<file path="config.mk">
export PLATFORM = sky130hd
export DESIGN_NAME = key_pulse_blinker
export DESIGN_NICKNAME = d
export VERILOG_FILES = /design/src/rtl/blink_pkg.sv /design/src/rtl/key_pulse_blinker.sv
export SDC_FILE = /design/constraint.sdc
export NUM_CORES = 1
export LEC_CHECK = 0
export BUFFER_PORTS_ARGS = -buffer_cell sky130_fd_sc_hd__buf_2
export CORE_MARGIN = 3
export CORE_UTILIZATION = 53
export DETAILED_ROUTE_END_ITERATION = 10
export PLACE_DENSITY = 0.79
export SETUP_SLACK_MARGIN = 0.1
export SLEW_MARGIN = 20
export SYNTH_ARGS = -nofsm -noshare
export SYNTH_HDL_FRONTEND = slang
export SYNTH_SLANG_ARGS = --single-unit
</file>
<file path="constraint.sdc">
create_clock -name Clk -period 2.3 [get_ports Clk]
set_input_delay 0.345 -clock Clk [delete_from_list [all_inputs] [get_ports Clk]]
set_output_delay 0.345 -clock Clk [all_outputs]
set_load 0.03 [all_outputs]
</file>
<file path="src/rtl/blink_pkg.sv">
// blink_pkg: shared state encoding and default timing for key_pulse_blinker.
//   blink_state_t  : IDLE (Out low), ON (Out high), GAP (enforced low time)
//   ON_CYCLES_DEF  : default on-time, 100 ms at 50 MHz
//   GAP_CYCLES_DEF : default off-gap, 100 ms at 50 MHz
package blink_pkg;

    typedef enum logic [1:0] {
        IDLE,
        ON,
        GAP
    } blink_state_t;

    localparam int ON_CYCLES_DEF  = 5_000_000;
    localparam int GAP_CYCLES_DEF = 5_000_000;

endpackage

</file>
<file path="src/rtl/key_pulse_blinker.sv">
// key_pulse_blinker: turns single-cycle event strobes into countable, human-visible LED blinks.
//   Clk      in   system clock
//   Reset    in   synchronous active-high reset; discards queued events and clears Overflow
//   In       in   event strobe; each cycle sampled high is one event
//   Out      out  registered blink output, high ON_CYCLES cycles per event
//   Busy     out  high while a blink or its trailing gap is in progress
//   Pending  out  events queued behind the current blink (saturating)
//   Overflow out  sticky flag, set when an event is dropped because Pending is full
module key_pulse_blinker
    import blink_pkg::*;
#(
    parameter int ON_CYCLES  = ON_CYCLES_DEF,
    parameter int GAP_CYCLES = GAP_CYCLES_DEF,
    parameter int PEND_W     = 4
) (
    input  logic              Clk,
    input  logic              Reset,
    input  logic              In,
    output logic              Out,
    output logic              Busy,
    output logic [PEND_W-1:0] Pending,
    output logic              Overflow
);

    localparam int CNT_MAX = ON_CYCLES > GAP_CYCLES ? ON_CYCLES : GAP_CYCLES;
    localparam int CW      = CNT_MAX > 1 ? $clog2(CNT_MAX) : 1;
    localparam logic [CW-1:0]     ON_LOAD  = CW'(ON_CYCLES - 1);
    localparam logic [CW-1:0]     GAP_LOAD = CW'(GAP_CYCLES - 1);
    localparam logic [PEND_W-1:0] PEND_MAX = '1;

    blink_state_t      state_q, state_d;
    logic [CW-1:0]     cnt_q, cnt_d;
    logic [PEND_W-1:0] pend_q, pend_d;
    logic              out_q, busy_q, ovf_q, ovf_d;
    logic              start, deq, inc, sat;

    always_comb begin
        start   = state_q == IDLE && (In || pend_q != '0);
        // A start with a non-empty queue serves the oldest queued event, so a
        // simultaneous In must still be queued; with an empty queue In itself is served.
        deq     = start && pend_q != '0;
        inc     = In && !(start && pend_q == '0);
        sat     = inc && !deq && pend_q == PEND_MAX;
        pend_d  = (inc == deq || sat) ? pend_q : inc ? pend_q + PEND_W'(1) : pend_q - PEND_W'(1);
        ovf_d   = ovf_q | sat;
        state_d = IDLE;
        cnt_d   = '0;
        unique case (state_q)
            IDLE: begin
                state_d = start ? ON : IDLE;
                cnt_d   = start ? ON_LOAD : '0;
            end
            ON: begin
                state_d = cnt_q == '0 ? GAP : ON;
                cnt_d   = cnt_q == '0 ? GAP_LOAD : cnt_q - CW'(1);
            end
            GAP: begin
                state_d = cnt_q == '0 ? IDLE : GAP;
                cnt_d   = cnt_q == '0 ? '0 : cnt_q - CW'(1);
            end
            default: begin
                state_d = IDLE;
                cnt_d   = '0;
            end
        endcase
    end

    // Outputs are decoded from the next state so they change on the same edge as the FSM.
    always_ff @(posedge Clk) begin
        if (Reset) begin
            state_q <= IDLE;
            cnt_q   <= '0;
            pend_q  <= '0;
            ovf_q   <= 1'b0;
            out_q   <= 1'b0;
            busy_q  <= 1'b0;
        end else begin
            state_q <= state_d;
            cnt_q   <= cnt_d;
            pend_q  <= pend_d;
            ovf_q   <= ovf_d;
            out_q   <= state_d == ON;
            busy_q  <= state_d != IDLE;
        end
    end

    assign Out      = out_q;
    assign Busy     = busy_q;
    assign Pending  = pend_q;
    assign Overflow = ovf_q;

endmodule
</file>
### Word level (Yosys, flattened, before mapping)

Index checks and enable logic that the tools add are counted.

* register bits after elaboration: 32
* bits in writable memories: 0
* output and inout port bits: 7
* word-level logic and storage cells: 39
* memories: 0
* latch bits: 0
* ROM bits: 0
* input bits: 3

* magnitude comparators: 0
* add/sub/neg operators: 3
* shift-type cells: 0
* bitwise gates (word level): 1
* mux-type cells: 9
* divide/modulo/power cells: 0
* multiply operators: 0
* equality and inequality tests: 5
* reductions and logical operators: 15

Operator list (number)
* two-way mux 23 bit: 3
* one-hot mux 23 bit (3 select lines): 1
* zero test 23 bit: 1
* subtractor 23 x 1 -> 23 bit (second input constant): 1
* logical AND 1 bit: 6
* one-hot mux 2 bit (3 select lines): 1
* adder 4 x 1 -> 4 bit (second input constant): 1
* == test 2 x 1 -> 1 bit (second input constant): 2
* == test 4 bit (second input constant): 1
* zero test 4 bit: 1
* two-way mux 2 bit: 2
* two-way mux 4 bit: 1
* nonzero test 4 bit: 1
* subtractor 4 x 1 -> 4 bit (second input constant): 1
* == test 2 bit (second input constant): 1
* zero test 1 bit: 2
* zero test 2 bit: 1
* logical OR 1 bit: 2
* nonzero test 2 bit: 1
* == test 1 bit: 1
* two-way mux 1 bit: 1
* bitwise OR 1 bit: 1

### Longest topological paths before layout

* depth in word-level cells: 9
* gate-level depth with buffers: 8
* depth with buffers taken out: 8

### Least setup slack after synthesis

No wires, ideal clock.

* path kind: register to register
* start: register pend_q[0], in the netlist Pending[0]
* end: register pend_q[3], in the netlist Pending[3]
* slack: -0.265 ns
* cell stages (with the launch flop): 9
* data arrival time: 2.495 ns
* cell sequence: dfxtp_1 -> or4_1 -> o31ai_2 -> ha_1 -> a21o_1 -> a21oi_1 -> xor2_1 -> or3_1 -> a21oi_1

* cells in the longest elaborated chain, start to end: 9
* elaborated cells between the ends (all ways): 17
* classes of those cells: add/sub (2); eq/ne (2); mux (1); reduce/logical (12)

Ends and longest elaborated chain
* start, declared: RTL line key_pulse_blinker.sv:33 `logic [PEND_W-1:0] pend_q, pend_d;`
* start signal, assigned: RTL line key_pulse_blinker.sv:80 `pend_q <= pend_d;`
* nonzero test 4 bit: RTL line key_pulse_blinker.sv:38, key_pulse_blinker.sv:41
* logical OR 1 bit: RTL line key_pulse_blinker.sv:38 `start = state_q == IDLE && (In || pend_q != '0);`
* logical AND 1 bit: RTL line key_pulse_blinker.sv:38
* logical AND 1 bit: RTL line key_pulse_blinker.sv:42 `inc = In && !(start && pend_q == '0);`
* zero test 1 bit: RTL line key_pulse_blinker.sv:42
* logical AND 1 bit: RTL line key_pulse_blinker.sv:42
* logical AND 1 bit (2 in a row): RTL line key_pulse_blinker.sv:43 `sat = inc && !deq && pend_q == PEND_MAX;`
* logical OR 1 bit: RTL line key_pulse_blinker.sv:44 `pend_d = (inc == deq || sat) ? pend_q : inc ? pend_q + PEND_W'(1) : pend_q - PEND_W'(1);`

Parallel ways exist; a longest one is shown, timed or not.
A chain may end at the register's enable or synchronous reset.

### Worst setup path in the final report

Same ends and word-level chain as after synthesis.

==> run metrics <==
status finished with violations; failing checks negative setup slack; Placed Area 1760 µm²; Sw Share 0.437; IO Port Bufs 9; ANT cells 0; area delta synth->final 15.1%; largest net degree at the start of global routing 12; Placed Cells incl. Taps 226; worst slew pin tran 0.440 ns; Net Sw Power 1350 µW; crit path from Pending[0]; row cnt 19; number of remaining DRC errors 0; number of max-cap violations 0; Fin. Hold Viols 0; Crit Path Class reg -> reg; CP required 2.57 ns; WL per Instance 15.2 µm; design area 1880 µm²; CTS Buffer Depth 2; FF/Latch Area 649 µm²; GRT Total Usage 0.224; routed via count 1426; Leakage 0.000741 µW; proportion of layout cells with a drive suffix above 1 0.195; Max FO, Critical Path 3; Arr. time, crit path 2.58 ns; peak supply drop 0.000995 V; global-route wire length before repair 6130 µm; worst rel slew slack 0.707; final non-filler cell total 236; Starting Density 0.571; power share of the clock group 0.157; Mapped Nets 193; Fin Hold WS 0.294 ns; antenna violations before repair 0; Routed WL 3580 µm; internal power 1730 µW; initial DRC count 57; Die ar. 3780 µm²; Core Area 2850 µm²; die height 61.5 µm; Post-DRT Antenna Nets 0; TritonCTS Sinks 32; Inserted Clock Buffers 5; TritonRoute pass-1 iters 4; crit path time final 2.32 ns; #FFs+latches synth 32; vias per inst 6.04; CP startpoint kind flip-flop; clock latency on the worst-skew pair 0.33 ns; hold buffer count at cts 0; Hold Startpoint Reset; synth warn 0; # H-tree levels 2; period utilization 1.01; chip width 61.5 µm; Mapped Area 1630 µm²; global route overflow 0; Gate Count Post-Synth 185; Multi-input gate area 977 µm²; GPL Wtd Cong 0.850; RSZ-0062 raised after global routing true; sequential share of the synthesized area 0.393; vias in the first global route 1405; Hold Crit Class in -> reg; worst setup margin -0.0173 ns; crit end category flip-flop; Layout Nets 212; Layout fillers 240; Final Power 3080 µW; commonest non-fill, non-tap cell in the layout dfxtp_1; Unique masters post-synth 44; I/O pins 10; clock skew 0.00545 ns; Reg clk slew, reported paths 0.10 ns; CTS root buf clkbuf_4; register share of total power 0.301; Avg Cell Area, Syn 8.81 µm²; CTS tree yes; r2r startpoint Pending[0]; final setup fails 1; Max Clk Rate 0.432 GHz; Comb pwr share 0.542; Power per Cell Area 1640 nW/µm²; DP Wirelength 2620 µm; pins over their slew limit 0; commonest non-fill, non-tap cells in the layout dfxtp_1 (29), nor2_1 (25), a21oi_1 (18)
## cell usage after synthesis
master     number  area [µm²]
o2bb2ai_1       1        8.76
a21oi_1        19        95.1
nor3_1          8        40.0
or4_4           1        11.3
a31o_1          1        8.76
o41ai_1         1        8.76
o31ai_2         1        12.5
xor2_1          8        70.1
xnor2_1        13         114
o21bai_1        1        7.51
nor4_4          1        21.3
a311o_1         1        10.0
or4_1           2        15.0
a21oi_2         1        8.76
nand2_1        10        37.5
mux2i_1         1        10.0
and2_1          3        18.8
buf_4           1        7.51
and4_1          1        8.76
fa_1            1        20.0
nor4_2          1        12.5
a41o_1          1        10.0
and3b_1         1        8.76
o32ai_1         1        8.76
dfxtp_1        32         641
or3_4           1        11.3
or3_1           3        18.8
nor4_1          2        12.5
or2_1           1        6.26
nor2b_1         5        31.3
ha_1            4        50.1
inv_1           3        11.3
a41oi_1         2        17.5
or3_2           1        7.51
nand3b_1        1        7.51
nand3_1         2        10.0
or2_2           1        6.26
nor2_1         25        93.8
nand4_1         4        25.0
nor3_2          2        20.0
a21o_1          4        30.0
clkbuf_1        3        11.3
o21ai_0         8        40.0
buf_2           1        5.00
## cell families after synthesis
group / count (synthesis) / share of synthesized area
mux: 1 / 0.00614
xor+xnor: 21 / 0.113
simple gates: 76 / 0.260
compound gates: 42 / 0.163
buf+inv: 8 / 0.0215
flops: 32 / 0.393
fa+ha+maj: 5 / 0.0430
## worst max-delay path, cell delays in order, from the launching register on
cell and delay, ns:
dfxtp_4 0.35, or4_4 0.56, o31ai_4 0.22, ha_1 0.28, a21o_1 0.18, a21oi_2 0.14, xor2_1 0.09, or3_1 0.30
a21oi_1 0.12
## stage by stage
stage | setup TNS (ns) | util | worst slack (ns)
floorplan | -0.0485 | - | -0.0485
detailed placement | -0.0799 | 0.617 | -0.0799
global placement | 0 | 0.617 | 0.0549
finish | -0.0173 | 0.658 | -0.0173
global route | -0.106 | 0.658 | -0.106
CTS | -0.0190 | 0.656 | -0.0190
## routing by layer
layer  vias up  global-route usage  wire length (µm)
met5         -                   0                 0
met4         0              0.0727                23
met3         4              0.0818               175
met2        52               0.408              1910
met1       669               0.238              1460
li1        701                   -                 -
## power by group through the flow
stage	clock network (µW)	logic (µW)	registers, µW
floorplan	0	1130	1010
global placement	0	1550	915
detailed placement	0	1610	930
CTS	488	1640	919
global route	519	1830	946
finish	484	1670	926
## what timing repair did
action / CTS / global route
resized for setup: 0 / 1
pin swaps: 1 / 0
buffers inserted: 2 / 0
endpoints found under the setup margin: 1 / 16
cloned: 0 / 0
## registers in the layout, indices dropped and copies added, names as in the netlist
signal	count
Out	1
Overflow	1
Busy	1
Pending	4
state_q	2
cnt_q	23
## final cells by class
type | count | share of cell area
multi-input combinational | 145 | 0.521
sequential | 32 | 0.346
timing repair buffer | 17 | 0.0560
clock buffer | 7 | 0.0347
tap | 31 | 0.0207
clock inverter | 1 | 0.0160
inverter | 3 | 0.00600
## final timing paths
| kind | to | slack, ns | depth (start not counted) |
|---|---|---|---|
| setup reg to reg | Pending[3] | -0.02 | 8 |
| hold / removal | state_q[1] | 0.29 | 2 |
| setup / recovery | Pending[3] | -0.02 | 8 |
| hold reg to reg | Overflow | 0.49 | 2 |
(Power assumes the default switching activity.)
